==> src/rtl/fabric_port_arbiter_if.sv <==
// Signal bundle between the I/D masters, the arbiter and one OCP slave port.
// The arbiter uses the slave modport; the fabric/environment side uses master.
interface fabric_port_arbiter_if;
   logic [31:0] i_I_MAddr;
   logic [2:0]  i_I_MCmd;
   logic [31:0] i_I_MData;
   logic [3:0]  i_I_MByteEn;
   logic        o_I_SCmdAccept;
   logic [31:0] o_I_SData;
   logic [1:0]  o_I_SResp;

   logic [31:0] i_D_MAddr;
   logic [2:0]  i_D_MCmd;
   logic [31:0] i_D_MData;
   logic [3:0]  i_D_MByteEn;
   logic        o_D_SCmdAccept;
   logic [31:0] o_D_SData;
   logic [1:0]  o_D_SResp;

   logic [31:0] o_P_MAddr;
   logic [2:0]  o_P_MCmd;
   logic [31:0] o_P_MData;
   logic [3:0]  o_P_MByteEn;
   logic        i_P_SCmdAccept;
   logic [31:0] i_P_SData;
   logic [1:0]  i_P_SResp;

   modport slave (
      input  i_I_MAddr, i_I_MCmd, i_I_MData, i_I_MByteEn,
      output o_I_SCmdAccept, o_I_SData, o_I_SResp,
      input  i_D_MAddr, i_D_MCmd, i_D_MData, i_D_MByteEn,
      output o_D_SCmdAccept, o_D_SData, o_D_SResp,
      output o_P_MAddr, o_P_MCmd, o_P_MData, o_P_MByteEn,
      input  i_P_SCmdAccept, i_P_SData, i_P_SResp
   );

   modport master (
      output i_I_MAddr, i_I_MCmd, i_I_MData, i_I_MByteEn,
      input  o_I_SCmdAccept, o_I_SData, o_I_SResp,
      output i_D_MAddr, i_D_MCmd, i_D_MData, i_D_MByteEn,
      input  o_D_SCmdAccept, o_D_SData, o_D_SResp,
      input  o_P_MAddr, o_P_MCmd, o_P_MData, o_P_MByteEn,
      output i_P_SCmdAccept, i_P_SData, i_P_SResp
   );
endinterface

==> src/rtl/fabric_port_arbiter.sv <==
// Round-robin share of one OCP slave port between the I and D masters, one
// transaction in flight; idle-neutral outputs let the fabric AND/OR across ports.
module fabric_port_arbiter #(
   parameter int unsigned PORT    = 0,
   parameter int unsigned SEL_MSB = 31,
   parameter int unsigned SEL_LSB = 29,
   parameter int unsigned TIMEOUT = 255
) (
   input logic                  clk,
   input logic                  rst,
   fabric_port_arbiter_if.slave bus
);

   localparam int unsigned     SelW     = SEL_MSB - SEL_LSB + 1;
   localparam logic [SelW-1:0] PortSel  = SelW'(PORT);
   localparam logic [7:0]      TcntLast = 8'(TIMEOUT - 1);

   localparam logic [2:0] CmdIdle  = 3'b000;
   localparam logic [2:0] CmdRd    = 3'b010;
   localparam logic [1:0] RespNull = 2'b00;
   localparam logic [1:0] RespErr  = 2'b11;
   localparam logic       OwnI     = 1'b0;
   localparam logic       OwnD     = 1'b1;

   typedef enum logic [1:0] {StIdle, StCmd, StResp} state_e;

   state_e     state_q;
   logic       owner_q;
   logic       last_q;
   logic       cmd_is_rd_q;
   logic [7:0] tcnt_q;

   logic        req_i;
   logic        req_d;
   logic        grant;
   logic [31:0] own_addr;
   logic [2:0]  own_cmd;
   logic [31:0] own_data;
   logic [3:0]  own_be;
   logic        fwd;
   logic        slave_done;
   logic        timeout_done;
   logic [31:0] resp_data;
   logic [1:0]  resp_code;

   always_comb begin
      req_i = (bus.i_I_MCmd != CmdIdle) && (bus.i_I_MAddr[SEL_MSB:SEL_LSB] == PortSel);
      req_d = (bus.i_D_MCmd != CmdIdle) && (bus.i_D_MAddr[SEL_MSB:SEL_LSB] == PortSel);
      // A tie goes to whichever master did not win the previous grant.
      if (req_i && req_d) begin
         grant = ~last_q;
      end else begin
         grant = req_d ? OwnD : OwnI;
      end
   end

   always_comb begin
      if (owner_q == OwnD) begin
         own_addr = bus.i_D_MAddr;
         own_cmd  = bus.i_D_MCmd;
         own_data = bus.i_D_MData;
         own_be   = bus.i_D_MByteEn;
      end else begin
         own_addr = bus.i_I_MAddr;
         own_cmd  = bus.i_I_MCmd;
         own_data = bus.i_I_MData;
         own_be   = bus.i_I_MByteEn;
      end
      fwd          = (state_q == StCmd) && (own_cmd != CmdIdle);
      slave_done   = (state_q == StResp) && cmd_is_rd_q && (bus.i_P_SResp != RespNull);
      timeout_done = (state_q == StResp) && !slave_done && (tcnt_q == TcntLast);
   end

   always_comb begin
      bus.o_P_MAddr   = fwd ? own_addr : '0;
      bus.o_P_MCmd    = fwd ? own_cmd  : CmdIdle;
      bus.o_P_MData   = fwd ? own_data : '0;
      bus.o_P_MByteEn = fwd ? own_be   : '0;

      resp_data = '0;
      resp_code = RespNull;
      if (slave_done) begin
         resp_data = bus.i_P_SData;
         resp_code = bus.i_P_SResp;
      end else if (timeout_done) begin
         resp_code = RespErr;
      end

      bus.o_I_SData = (owner_q == OwnI) ? resp_data : '0;
      bus.o_I_SResp = (owner_q == OwnI) ? resp_code : RespNull;
      bus.o_D_SData = (owner_q == OwnD) ? resp_data : '0;
      bus.o_D_SResp = (owner_q == OwnD) ? resp_code : RespNull;

      // A requesting master is stalled unless it owns the port in the command phase.
      bus.o_I_SCmdAccept = !req_i ||
                           ((state_q == StCmd) && (owner_q == OwnI) && bus.i_P_SCmdAccept);
      bus.o_D_SCmdAccept = !req_d ||
                           ((state_q == StCmd) && (owner_q == OwnD) && bus.i_P_SCmdAccept);
   end

   always_ff @(posedge clk or posedge rst) begin
      if (rst) begin
         state_q     <= StIdle;
         owner_q     <= OwnI;
         last_q      <= OwnD;
         cmd_is_rd_q <= 1'b0;
         tcnt_q      <= '0;
      end else begin
         case (state_q)
            StIdle: begin
               if (req_i || req_d) begin
                  owner_q <= grant;
                  last_q  <= grant;
                  state_q <= StCmd;
               end
            end
            StCmd: begin
               if (own_cmd == CmdIdle) begin
                  state_q <= StIdle;
               end else if (bus.i_P_SCmdAccept) begin
                  if (own_cmd == CmdRd) begin
                     state_q     <= StResp;
                     tcnt_q      <= '0;
                     cmd_is_rd_q <= 1'b1;
                  end else begin
                     // Writes complete at accept; no response will follow.
                     state_q     <= StIdle;
                     cmd_is_rd_q <= 1'b0;
                  end
               end
            end
            StResp: begin
               if (slave_done || timeout_done) begin
                  state_q     <= StIdle;
                  cmd_is_rd_q <= 1'b0;
               end else begin
                  tcnt_q <= tcnt_q + 8'd1;
               end
            end
            default: state_q <= StIdle;
         endcase
      end
   end

endmodule

==> src/flat_wrapper.sv <==
// flat-port wrapper written by rule: the top's interface ports become plain ports
module fabric_port_arbiter_flat 
#(
   parameter int unsigned PORT    = 0,
   parameter int unsigned SEL_MSB = 31,
   parameter int unsigned SEL_LSB = 29,
   parameter int unsigned TIMEOUT = 255
)
  (clk, rst, bus_i_I_MAddr, bus_i_I_MCmd, bus_i_I_MData, bus_i_I_MByteEn, bus_o_I_SCmdAccept, bus_o_I_SData, bus_o_I_SResp, bus_i_D_MAddr, bus_i_D_MCmd, bus_i_D_MData, bus_i_D_MByteEn, bus_o_D_SCmdAccept, bus_o_D_SData, bus_o_D_SResp, bus_o_P_MAddr, bus_o_P_MCmd, bus_o_P_MData, bus_o_P_MByteEn, bus_i_P_SCmdAccept, bus_i_P_SData, bus_i_P_SResp);
  fabric_port_arbiter_if bus_i ();
  input logic clk;
  input logic rst;
  input wire logic [$bits(bus_i.i_I_MAddr)-1:0] bus_i_I_MAddr;
  input wire logic [$bits(bus_i.i_I_MCmd)-1:0] bus_i_I_MCmd;
  input wire logic [$bits(bus_i.i_I_MData)-1:0] bus_i_I_MData;
  input wire logic [$bits(bus_i.i_I_MByteEn)-1:0] bus_i_I_MByteEn;
  output wire logic [$bits(bus_i.o_I_SCmdAccept)-1:0] bus_o_I_SCmdAccept;
  output wire logic [$bits(bus_i.o_I_SData)-1:0] bus_o_I_SData;
  output wire logic [$bits(bus_i.o_I_SResp)-1:0] bus_o_I_SResp;
  input wire logic [$bits(bus_i.i_D_MAddr)-1:0] bus_i_D_MAddr;
  input wire logic [$bits(bus_i.i_D_MCmd)-1:0] bus_i_D_MCmd;
  input wire logic [$bits(bus_i.i_D_MData)-1:0] bus_i_D_MData;
  input wire logic [$bits(bus_i.i_D_MByteEn)-1:0] bus_i_D_MByteEn;
  output wire logic [$bits(bus_i.o_D_SCmdAccept)-1:0] bus_o_D_SCmdAccept;
  output wire logic [$bits(bus_i.o_D_SData)-1:0] bus_o_D_SData;
  output wire logic [$bits(bus_i.o_D_SResp)-1:0] bus_o_D_SResp;
  output wire logic [$bits(bus_i.o_P_MAddr)-1:0] bus_o_P_MAddr;
  output wire logic [$bits(bus_i.o_P_MCmd)-1:0] bus_o_P_MCmd;
  output wire logic [$bits(bus_i.o_P_MData)-1:0] bus_o_P_MData;
  output wire logic [$bits(bus_i.o_P_MByteEn)-1:0] bus_o_P_MByteEn;
  input wire logic [$bits(bus_i.i_P_SCmdAccept)-1:0] bus_i_P_SCmdAccept;
  input wire logic [$bits(bus_i.i_P_SData)-1:0] bus_i_P_SData;
  input wire logic [$bits(bus_i.i_P_SResp)-1:0] bus_i_P_SResp;
  assign bus_i.i_I_MAddr = bus_i_I_MAddr;
  assign bus_i.i_I_MCmd = bus_i_I_MCmd;
  assign bus_i.i_I_MData = bus_i_I_MData;
  assign bus_i.i_I_MByteEn = bus_i_I_MByteEn;
  assign bus_o_I_SCmdAccept = bus_i.o_I_SCmdAccept;
  assign bus_o_I_SData = bus_i.o_I_SData;
  assign bus_o_I_SResp = bus_i.o_I_SResp;
  assign bus_i.i_D_MAddr = bus_i_D_MAddr;
  assign bus_i.i_D_MCmd = bus_i_D_MCmd;
  assign bus_i.i_D_MData = bus_i_D_MData;
  assign bus_i.i_D_MByteEn = bus_i_D_MByteEn;
  assign bus_o_D_SCmdAccept = bus_i.o_D_SCmdAccept;
  assign bus_o_D_SData = bus_i.o_D_SData;
  assign bus_o_D_SResp = bus_i.o_D_SResp;
  assign bus_o_P_MAddr = bus_i.o_P_MAddr;
  assign bus_o_P_MCmd = bus_i.o_P_MCmd;
  assign bus_o_P_MData = bus_i.o_P_MData;
  assign bus_o_P_MByteEn = bus_i.o_P_MByteEn;
  assign bus_i.i_P_SCmdAccept = bus_i_P_SCmdAccept;
  assign bus_i.i_P_SData = bus_i_P_SData;
  assign bus_i.i_P_SResp = bus_i_P_SResp;
  fabric_port_arbiter #(.PORT(PORT), .SEL_MSB(SEL_MSB), .SEL_LSB(SEL_LSB), .TIMEOUT(TIMEOUT)) u_core (.clk(clk), .rst(rst), .bus(bus_i));
endmodule
==> config.mk <==
export PLATFORM = sky130hd
export DESIGN_NAME = fabric_port_arbiter_flat
export DESIGN_NICKNAME = d
export VERILOG_FILES = /design/src/rtl/fabric_port_arbiter_if.sv /design/src/rtl/fabric_port_arbiter.sv /design/src/flat_wrapper.sv
export SDC_FILE = /design/constraint.sdc
export NUM_CORES = 1
export LEC_CHECK = 0
export CAP_MARGIN = 5
export CORE_AREA = 4 4 121 123
export CTS_CLUSTER_DIAMETER = 200
export DETAILED_ROUTE_END_ITERATION = 12
export DIE_AREA = 0 0 125 127
export GPL_TIMING_DRIVEN = 0
export PLACE_DENSITY = 0.65
export SKIP_LAST_GASP = 1
export SYNTH_ARGS = -nofsm -noshare
export SYNTH_HDL_FRONTEND = slang
export SYNTH_SLANG_ARGS = --single-unit
==> constraint.sdc <==
create_clock -name clk -period 5.3 [get_ports clk]
set_clock_uncertainty 0.15 [all_clocks]
set_input_delay 0.795 -clock clk [delete_from_list [all_inputs] [get_ports clk]]
set_output_delay 0.795 -clock clk [all_outputs]
set_load 0.02 [all_outputs]
* After elaboration in Yosys (flattened, before gate mapping)
Cells that the tools add are included.
** Cells by class
- $add $sub $neg :: 1
- Multiplexer cells :: 33
- Eq/ne operators :: 11
- Bitwise logic cells :: 2
- Reductions and logical operators :: 32
** Operator list (number)
- $mux 32 :: 7
- $mux 8 :: 4
- $mux 2 :: 9
- $pmux 8 s2 :: 1
- $logic_and 1x1->1 :: 12
- $ne 2x2->1 const B :: 5
- $logic_not 3->1 :: 3
- $reduce_bool 3->1 :: 3
- $add 8x1->8 const B :: 1
- $eq 8x8->1 const B :: 1
- $mux 4 :: 2
- $mux 1 :: 6
- $mux 3 :: 2
- $pmux 2 s3 :: 1
- $reduce_and 5->1 :: 1
- $logic_or 1x1->1 :: 4
- $reduce_and 4->1 :: 1
- $reduce_bool 2->1 :: 2
- $eq 3x2->1 const B :: 1
- $logic_not 1->1 :: 3
- $ne 3x3->1 const B :: 1
- $reduce_and 3->1 :: 1
- $eq 2x1->1 const B :: 1
- $eq 2x2->1 const B :: 1
- other kinds (5) :: 6
** Word-level totals
- Output and inout port bits :: 141
- Word-level logic and storage cells :: 84
- Register bits :: 13

* Logic depth before layout (Yosys ltp)
- Depth after elaboration :: 9
- Gate-level depth with buffers :: 7
- Gate-level depth less buffers :: 7

* Least setup slack after synthesis
OpenSTA, ideal clock, no wires.
- Path type :: in2out
- Start point :: input port bus_i_D_MCmd[1]
- End point :: output port bus_o_P_MAddr[21]
- Slack :: 2.190 ns
- Data arrival time :: 2.165 ns
- Stages :: 5
- Required time :: 4.355 ns
- Cells stage by stage :: or4b_2 -> nand3_1 -> buf_2 -> buf_2 -> nor2_1
** On the way
- Word-level cells in the longest chain between the ends :: 4
** Ends and longest elaborated chain
- start, declared :: RTL line flat_wrapper.sv:21 : input wire logic [$bits(bus_i.i_D_MCmd)-1:0] bus_i_D_MCmd;
- $mux 3 :: RTL line fabric_port_arbiter.sv:58 : if (owner_q == OwnD) begin
- $reduce_bool 3->1 :: RTL line fabric_port_arbiter.sv:69 : fwd = (state_q == StCmd) && (own_cmd != CmdIdle);
- $logic_and 1x1->1 :: RTL line fabric_port_arbiter.sv:69
- $mux 32 :: RTL line fabric_port_arbiter.sv:75 : bus.o_P_MAddr = fwd ? own_addr : '0;
- end, declared :: RTL line flat_wrapper.sv:27 : output wire logic [$bits(bus_i.o_P_MAddr)-1:0] bus_o_P_MAddr;
No other way between the ends.

* Worst setup path after layout
- Start point :: input port bus_i_P_SResp[0]
- End point :: output port bus_o_I_SData[1]
** On the way
- Word-level cells in the longest chain between the ends :: 4
** Ends and longest elaborated chain
- start, declared :: RTL line flat_wrapper.sv:33 : input wire logic [$bits(bus_i.i_P_SResp)-1:0] bus_i_P_SResp;
- $reduce_bool 2->1 :: RTL line fabric_port_arbiter.sv:70 : slave_done = (state_q == StResp) && cmd_is_rd_q && (bus.i_P_SResp != RespNull);
- $logic_and 1x1->1 :: RTL line fabric_port_arbiter.sv:70
- $mux 32 :: RTL line fabric_port_arbiter.sv:82 : if (slave_done) begin
- $mux 32 :: RTL line fabric_port_arbiter.sv:89 : bus.o_I_SData = (owner_q == OwnI) ? resp_data : '0;
- end, declared :: RTL line flat_wrapper.sv:18 : output wire logic [$bits(bus_i.o_I_SData)-1:0] bus_o_I_SData;
No other way between the ends.

==> results.md <==
* # IOs at 320
* Synthesized net count at 514
* RR Startpoint: u_core.tcnt_q[0]
* Post-synthesis sequential area ratio at between 10 and 15%
* Cell Pwr Density at between 200 and 300 nW/um2
* Slowest-stage cell, CP: clkdlybuf4s50_1
* Reg clk slew, reported paths at 0.05 ns
* Distinct cells, synth at 45
* Post-Syn Area per Cell at roughly 7.1 um2
* Largest net degree at the start of global routing at 14
* Fmax at around 220 MHz
* # hold bufs at CTS at 0
* Detailed Place HPWL at approximately 13000 um
* Hold Crit Class: flop to flop
* Final worst-path cycle share at 84.8%
* Core area at around 14000 um2
* Tmin final at roughly 4.5 ns
* Routed via count at about 3800
* N_diodes at 0
* Post-DRT Antenna Nets at 0
* Outcome: completed
* Crit-path cells: clkdlybuf4s50_1 > o21ai_0 > nor2_1 > clkbuf_1 > clkbuf_1 > and3_1 > clkdlybuf4s50_1
* First-pass DRT Iterations at 6
* CTS tree: done
* DR WL/cell at 17.9 um
* Global route overflow at 0
* Top_reg_cell synth: dfrtp_1
* Number of synthesized flops with an enable pin at 0
* Initial Util at roughly 17%
* Cell Rows at 43
* Crit Path Max Fanout at 10
* Buf+Inv Stages, Crit Path at 4
* Ys Warns at 0
* Hold Vio Cnt, Final at 0
* Worst R2R Path Depth at 6
* CTS sink cnt at 13
* Die W at around 130 um
* Final Slew Violations at 0
* Hold Path Cell Cnt at 2
* Hold Path End: u_core.last_q
* Share of post-route cells with drive strength above 1 at under 10%
* Crit path largest cell delay at about 0.62 ns
* Total GRT Usage at between 15 and 20%
* Clk buf depth at 2
* Nets at around 840
* Via-to-Cell Ratio at 4.54
* Placed insts at about 830
* #FFs+latches synth at 13
* CTS resizes at 0
* Setup TNS at 0 ns
* Commonest cells after routing, fill and taps aside: 319 x clkdlybuf4s50_1, 81 x nor2_1, 72 x mux2i_1
* Startpoint types: input pin
* Root Driver: clkbuf_16
* Worst Path Required at 4.36 ns
* Pwr Total at 0.00162 W
* Crit path DAT at approximately 3.6 ns
* Initial antenna violation count at 0
* Crit path capture type: output pin
* Worst Max-Slew Pin Slew at 0.919 ns
* Ys async rst share at 100%
* Non-filler cells, final at around 840
* Delay-heaviest family, CP: buffers and inverters
* Postcts setup bufs at 0
* Vias in the first global route at 3935
* Leakage Power at about 2.5 nW
* H-tree lvl count at 1
* Reg-to-Reg End: u_core.tcnt_q[5]
* Rel. slew slack at around two fifths
* DRC violations left at 0
* MaxCap Viol Count at 0
* P&R area growth vs syn at 148%
* Worst skew pair latency at approximately 0.24 ns
* Port buffer count at between 300 and 400
* GPL Wtd Cong at slightly above 0.9
* Max VDD drop at 0.000121 V
* Cell Area, Synth at between 2000 and 2500 um2
* Overall die height at 127 um
* Slack of the worst reg-to-reg path at around 2.9 ns
* First-pass GRT wire length at about 22000 um
* TritonCTS buffer count at 3
* Crit Path Category: input pin to output pin
* DRC marker count from the first detailed-route iteration at ~150
* Hold_sp: u_core.last_q
* Die area at approximately 16000 um2
* # setup viols final at 0
* Most common library cell in the layout ignoring fill and taps: clkdlybuf4s50_1
* Gate Count Post-Synth at about 330
* Drt total wl at ~15000 um
* Unrepaired setup endpoints after global routing: false
## power by group
part	internal [W]	leakage, nW	switching [W]
logic	0.000611	2.32	0.000683
registers	0.000139	0.168	0.0000436
clock network	0.000101	0.0382	0.0000410
## flip-flops by register name (all words and copies together) (netlist names)
register and cells:
u_core.cmd_is_rd_q 1, u_core.last_q 1, u_core.owner_q 1, u_core.tcnt_q 8, u_core.state_q 2
## routing by layer
metal	global-route usage [%]	wire, um
met4	2.87	246
met3	4.01	1070
met2	33.8	8080
met5	0	0
met1	19.3	5540
## per-stage QoR
step / utilization (%) / worst slack (ns) / area, um2 / hold WS, ns
2_1_floorplan: - / 2.19 / 2370 / 0.325
3_3_place_gp: 42.3 / 0.829 / 5790 / 0.360
3_5_place_dp: 42.3 / 0.826 / 5790 / 0.381
4_1_cts: 42.9 / 0.816 / 5860 / 0.386
5_1_grt: 42.9 / 0.550 / 5860 / 0.408
6_report: 42.9 / 0.805 / 5860 / 0.388
## kinds of logic after synthesis
| kind of cell | after synthesis | synth area share [%] |
|---|---|---|
| AOI/OAI and AO/OA | 27 | 8.09 |
| adders and majority gates | 2 | 1.06 |
| buffers and inverters | 36 | 6.55 |
| DFF | 13 | 13.8 |
| muxes | 72 | 30.4 |
| and+or+nand+nor | 183 | 40.1 |
## how the worst max path moves through the flow
stage | startpoint | to | slack, ns | cells after the start
finish | bus_i_P_SResp[0] | bus_o_I_SData[1] | 0.81 | 7
global route | bus_i_P_SResp[0] | bus_o_I_SData[7] | 0.55 | 7
CTS | bus_i_P_SResp[0] | bus_o_I_SData[7] | 0.82 | 7
floorplan | bus_i_D_MCmd[1] | bus_o_P_MAddr[21] | 2.19 | 5
detailed placement | bus_i_P_SResp[0] | bus_o_I_SData[7] | 0.83 | 7
global placement | bus_i_P_SResp[1] | bus_o_I_SData[7] | 0.83 | 7
## worst reg2reg max path, delay by kind of cell, from the launching register on
family                     cells  cell delay, ns
DFF                            1            0.42
buffers and inverters          1            0.11
adders and majority gates      1            0.16
and+or+nand+nor                3            1.11
AOI/OAI and AO/OA              1            0.38
## Yosys cell counts, types with 2 or more instances
cell type,instances,area (um2)
a21oi_1,3,15.0
a22o_2,2,20.0
a31oi_1,2,12.5
and2_1,2,12.5
and3_1,65,407
buf_2,2,10.0
clkbuf_1,26,97.6
dfrtp_1,12,300
ha_1,2,25.0
inv_1,6,22.5
mux2i_1,72,721
nand2_1,5,18.8
nand3_1,5,25.0
nor2_1,81,304
nor3_1,7,35.0
nor4_1,3,18.8
nor4b_1,2,17.5
o21ai_0,8,40.0
o22ai_1,2,12.5
## layout make-up
type,count,area (um2)
Sequential cell,13,327
Fill cell,1398,7800
Clock buffer,4,78.8
Buffer,30,133
Timing Repair Buffer,319,3190
Inverter,6,22.5
Tap cell,180,225
Multi-Input combinational cell,284,1890
No activity file was read; power rests on OpenSTA's default activity.
